<file path="config.mk">
export PLATFORM = sky130hd
export DESIGN_NAME = sram_to_fifo
export DESIGN_NICKNAME = d
export VERILOG_FILES = /design/src/rtl/sram_to_fifo_pkg.sv /design/src/rtl/sram_to_fifo_ctr.sv /design/src/rtl/sram_to_fifo.sv
export SDC_FILE = /design/constraint.sdc
export NUM_CORES = 1
export LEC_CHECK = 0
export CAP_MARGIN = 40
export CORE_ASPECT_RATIO = 1.1
export CORE_MARGIN = 2
export CORE_UTILIZATION = 45
export CTS_CLUSTER_DIAMETER = 80
export DETAILED_ROUTE_END_ITERATION = 12
export HOLD_SLACK_MARGIN = 0.05
export PLACE_DENSITY = 0.87
export SYNTH_ARGS = -nofsm -noshare
export SYNTH_HDL_FRONTEND = slang
export SYNTH_SLANG_ARGS = --single-unit
export TNS_END_PERCENT = 30
</file>
<file path="constraint.sdc">
create_clock -name wb_clk -period 3.61 [get_ports wb_clk]
set_input_delay 0.722 -clock wb_clk [delete_from_list [all_inputs] [get_ports wb_clk]]
set_output_delay 0.722 -clock wb_clk [all_outputs]
set_load 0.02 [all_outputs]
</file>
<file path="src/rtl/sram_to_fifo_pkg.sv">
// Shared definitions for the SRAM-to-FIFO read mover: default widths and
// the 3-bit FSM state encoding.
package sram_to_fifo_pkg;

    localparam int DEF_DW = 32;
    localparam int DEF_AW = 10;
    localparam int DEF_LW = 16;

    typedef enum logic [2:0] {
        ST_IDLE = 3'd0,
        ST_REQ  = 3'd1,
        ST_WAIT = 3'd2,
        ST_PUSH = 3'd3,
        ST_DONE = 3'd4
    } state_t;

endpackage

</file>
<file path="src/rtl/sram_to_fifo_ctr.sv">
// Address and remaining-word counter for the read mover. Loads base/length
// when a transfer is accepted and steps once per word handed to the FIFO.
// The address wraps naturally modulo 2^aw.
module sram_to_fifo_ctr
    import sram_to_fifo_pkg::*;
#(
    parameter int aw = DEF_AW,
    parameter int lw = DEF_LW
) (
    input  logic          clk,
    input  logic          rst,
    input  logic          load,
    input  logic          step,
    input  logic [aw-1:0] base,
    input  logic [lw-1:0] len,
    output logic [aw-1:0] addr,
    output logic [lw-1:0] rem,
    output logic          last
);

    // Load on accept, otherwise advance one word per completed push.
    always_ff @(posedge clk or posedge rst) begin
        if (rst) begin
            addr <= '0;
            rem  <= '0;
        end else if (load) begin
            addr <= base;
            rem  <= len;
        end else if (step) begin
            addr <= addr + aw'(1);
            rem  <= rem - lw'(1);
        end
    end

    // The word currently in flight is the final one of the block.
    assign last = (rem == lw'(1));

endmodule

</file>
<file path="src/rtl/sram_to_fifo.sv">
// Read-side DMA mover: reads a block of words from SRAM, one read at a time,
// and pushes each word into a FIFO, stalling while the FIFO is full.
//
// Handshakes: sram_read_start is a one-cycle strobe; sram_address holds from
// the strobe until sram_read_valid, which may arrive in the strobe cycle or
// any later cycle and is honoured only while waiting for data. push is a
// one-cycle strobe issued only when full was low at the deciding edge, with
// fifo_data_out valid in that same cycle. abort drops the transfer at the
// next edge; a late sram_read_valid is then ignored.
//
// The FSM state is the named register `state` for observation by checkers.
module sram_to_fifo
    import sram_to_fifo_pkg::*;
#(
    parameter int dw = DEF_DW,
    parameter int aw = DEF_AW,
    parameter int lw = DEF_LW
) (
    input  logic          wb_clk,
    input  logic          wb_rst,
    input  logic          start,
    input  logic          abort,
    input  logic [aw-1:0] base_address,
    input  logic [lw-1:0] length,
    output logic          busy,
    output logic          done,
    output logic          sram_read_start,
    output logic [aw-1:0] sram_address,
    input  logic [dw-1:0] sram_data_in,
    input  logic          sram_read_valid,
    input  logic          full,
    output logic          push,
    output logic [dw-1:0] fifo_data_out
);

    state_t        state;
    logic [dw-1:0] data_q;
    logic [aw-1:0] addr;
    logic [lw-1:0] rem;
    logic          last;
    logic          ctr_load;
    logic          ctr_step;

    // Counter control follows the same decisions the FSM takes this edge.
    always_comb begin
        ctr_load = (state == ST_IDLE) && start && !abort && (length != '0);
        ctr_step = (state == ST_PUSH) && !full && !abort;
    end

    sram_to_fifo_ctr #(
        .aw(aw),
        .lw(lw)
    ) u_ctr (
        .clk (wb_clk),
        .rst (wb_rst),
        .load(ctr_load),
        .step(ctr_step),
        .base(base_address),
        .len (length),
        .addr(addr),
        .rem (rem),
        .last(last)
    );

    // Transfer sequencing with registered outputs; strobes default low.
    always_ff @(posedge wb_clk or posedge wb_rst) begin
        if (wb_rst) begin
            state           <= ST_IDLE;
            busy            <= 1'b0;
            done            <= 1'b0;
            sram_read_start <= 1'b0;
            sram_address    <= '0;
            push            <= 1'b0;
            fifo_data_out   <= '0;
            data_q          <= '0;
        end else begin
            sram_read_start <= 1'b0;
            push            <= 1'b0;
            done            <= 1'b0;
            if (abort && (state != ST_IDLE)) begin
                state <= ST_IDLE;
                busy  <= 1'b0;
            end else begin
                case (state)
                    ST_IDLE: begin
                        // abort alongside start means the request is refused
                        if (start && !abort) begin
                            busy <= 1'b1;
                            if (length != '0) begin
                                state <= ST_REQ;
                            end else begin
                                state <= ST_DONE;
                                done  <= 1'b1;
                            end
                        end
                    end
                    ST_REQ: begin
                        if (!full) begin
                            sram_read_start <= 1'b1;
                            sram_address    <= addr;
                            state           <= ST_WAIT;
                        end
                    end
                    ST_WAIT: begin
                        if (sram_read_valid) begin
                            data_q <= sram_data_in;
                            state  <= ST_PUSH;
                        end
                    end
                    ST_PUSH: begin
                        if (!full) begin
                            push          <= 1'b1;
                            fifo_data_out <= data_q;
                            if (last) begin
                                state <= ST_DONE;
                                done  <= 1'b1;
                            end else begin
                                state <= ST_REQ;
                            end
                        end
                    end
                    ST_DONE: begin
                        state <= ST_IDLE;
                        busy  <= 1'b0;
                    end
                    default: begin
                        state <= ST_IDLE;
                        busy  <= 1'b0;
                    end
                endcase
            end
        end
    end

endmodule
</file>
==> flow_summary_export.csv <==
group,metric,value,unit
run_status,status,"finished, final reports clean",
pwr,vdd.ir_drop.worst,0.000340,V
timing,skew,9.69,ps
worst_setup_path,crit_type,"in -> reg",
worst_setup_path,crit_fanout,11,
cells_and_area,nets,614,
cts,cts.root.buffer_cell,"clkbuf_16",
min_path,hp-class,"reg -> reg",
logic_synthesis,avgSynthCellArea,10.7,um^2
cts,max-clock-path-buffers,2,
logic_synthesis,synth.yosys.warnings,0,
cells_and_area,drive_above_1_share,0.132,
die,core.rowCount,39,
cells_and_area,mostFrequentLayoutCells,"127 x nand2_1, 109 x clkdlybuf4s50_1, 107 x dfrtp_1",
min_path,hold_end,"fifo_data_out[3]$_DFFE_PP0P_",
cts,ctsHoldBuffers,0,
cts,cts_sinks,107,
logic_synthesis,netlist_area,4680,um^2
logic_synthesis,synth-seq-area-share,0.573,
route,drt_iter0_markers,191,
worst_setup_path,timing.rr.start,"u_ctr.rem[0]$_DFFE_PP0P_",
global_route,grt_overflow_total,0,
worst_setup_path,cp.arrival,2890,ps
logic_synthesis,synthTopCellsByArea,"dfrtp_1 57%, nand2_1 10%, mux2_2 7.2%",
timing,timing.fmax,378,MHz
route,ant_nets,0,
logic_synthesis,synth-edff-count,0,
timing,slew_headroom,0.426,
job,cap_viol_max_count,0,
timing,hold_viol,0,
placement,routabilityCongestion,0.877,
worst_setup_path,required,3850,ps
die,initial_core_util,0.456,
logic_synthesis,ys.flop_type,"dfrtp_1",
cells_and_area,antennaDiodeCount,0,
die,die_w,101,um
placement,dp.final_hpwl,7970,um
timing,worst_slew_pin_slew,860,ps
placement,io_buffers,109,
route,firstDrtPassIters,7,
cells_and_area,layout_commonest_cell,"nand2_1",
logic_synthesis,synth_top_cell_by_area,"dfrtp_1",
timing,fin_tns_setup,0,ps
global_route,antenna_found_initial,0,
global_route,grt_pass1_wl,18700,um
timing,rsz0062_at_grt,"no",
timing,slew_violations,0,
worst_setup_path,r2r_cells,7,
worst_setup_path,r2r_end,"u_ctr.rem[14]$_DFFE_PP0P_",
pwr,powerDensity,589,nW/um^2
global_route,grtUsageTotal,0.211,
logic_synthesis,ys_ff_latch,107,
die,coreArea,10200,um^2
timing,fin_crit_sh,0.732,
pwr,leakage,2.79,nW
logic_synthesis,synth-async-reset-ratio,1.00,
timing,setup_viol,0,
route,drc,0,
cts,postCtsResizedCells,0,
worst_setup_path,rrSetupSlack,1280,ps
logic_synthesis,syn-num-nets,505,
logic_synthesis,synth_cell_types,56,
min_path,whs_path_depth,2,
cts,clk_latency,350,ps
die,io_pins,110,
cts,postCtsSetupBuffers,0,
global_route,grt_pass1_vias,3921,
cts,path_clk_slew,70,ps
logic_synthesis,syn_inst,438,
route,avgViaCountPerCell,5.59,
die,die_area,11200,um^2
global_route,grt_max_degree,64,
cts,cts_tree,"done",
min_path,min_from,"data_q[3]$_DFFE_PP0P_",
worst_setup_path,crit_path_start,"length[0]",
route,num_vias,3775,
cells_and_area,syn_to_final_growth,32.6,%
die,fp.dieH,111,um
route,wl_per_cell,16.8,um
cts,htreeDepth,3,
cells_and_area,final_core_util,0.605,
timing,period_minus_slack,2640,ps
route,wl,11300,um
logic_synthesis,yosysTopAreaCellShare,0.573,
worst_setup_path,crit_path_start_kind,"primary input",
cts,numCtsBuffers,9,
worst_setup_path,crit_path_end_kind,"register",
==> where the power goes <==
part	switching, W	total (W)	internal [W]
Clock	0.000474	0.000964	0.000490
Combinational	0.000440	0.000938	0.000498
Sequential	0.000227	0.00175	0.00152
Total	0.00114	0.00365	0.00251
==> cell type report <==
cell class                 instances  area [um^2]
multi-input combinational        304         1890
timing repair buffer             117         1160
sequential                       107         2680
tap                              123          154
clock inverter                     6         65.1
clock buffer                      10          229
fill                             833         4050
inverter                           8         32.5
==> cell usage after synthesis, types with 2 or more instances <==
cell type	count
a32oi_1	2
nor3_2	3
a21oi_1	11
nand4_1	2
a221o_1	6
mux2_2	30
mux2_1	12
clkbuf_1	8
and2_1	2
o21a_1	2
a22oi_1	4
dfrtp_1	107
o21ai_0	12
o21ai_1	4
inv_1	7
or3_4	2
nand3_1	6
o221a_2	2
nor3_1	7
and3_1	3
buf_2	10
o31ai_1	2
nor4_1	9
o221ai_1	3
nand3_2	2
nand2_1	127
o311ai_1	4
nor2_1	19
ha_1	3
==> flip-flops by register name, summed over array words and instances, names as in the netlist <==
signal,count
u_ctr.addr,10
push,1
data_q,32
busy,1
u_ctr.rem,16
sram_read_start,1
fifo_data_out,32
done,1
sram_address,10
state,3
==> layer usage <==
layer	share of wire	GRT usage	wire length (um)	up-vias
met1	0.40	0.260	4550	1847
met4	0.023	0.0577	258	0
met5	0	0	0	-
met2	0.51	0.357	5810	148
met3	0.064	0.0643	726	25
li1	-	-	-	1755
==> critical path, stage by stage <==
cell             delay (ps)
clkdlybuf4s50_1         430
nor4_1                  470
nand4_1                 230
a21oi_1                 720
o21ai_0                 200
o311ai_1                120
==> cell families (layout without fill, tap and decap cells) <==
kind of cell    after synthesis  in the layout  synth area share
simple gates                194            194             0.191
compound gates               63             63            0.0982
buf+inv                      27            141            0.0252
flops                       107            107             0.573
fa+ha+maj                     3              3           0.00803
xor+xnor                      2              2           0.00375
mux                          42             42             0.101
==> how the worst max path moves through the flow <==
stage / endpoint / slack [ps] / cells after the start
2_1_floorplan: busy$_DFFE_PP0P_ / 70 / 1
3_3_place_gp: u_ctr.rem[2]$_DFFE_PP0P_ / 710 / 6
3_5_place_dp: u_ctr.rem[6]$_DFFE_PP0P_ / 630 / 6
4_1_cts: u_ctr.rem[6]$_DFFE_PP0P_ / 970 / 6
5_1_grt: u_ctr.rem[13]$_DFFE_PP0P_ / 790 / 6
6_report: u_ctr.rem[6]$_DFFE_PP0P_ / 970 / 6
==> through the flow <==
stage	std cells	hold slack (ps)	power, W	cell area [um^2]	worst slack [ps]
after global routing	675	497	0.00385	6200	789
after global placement	658	443	0.00265	5890	707
after CTS	675	477	0.00368	6200	973
final	675	473	0.00365	6200	966
after detailed placement	659	454	0.00272	5910	633
after floorplan	438	432	0.00226	4680	70.8
Note: power is estimated with default switching activity, not from simulation.
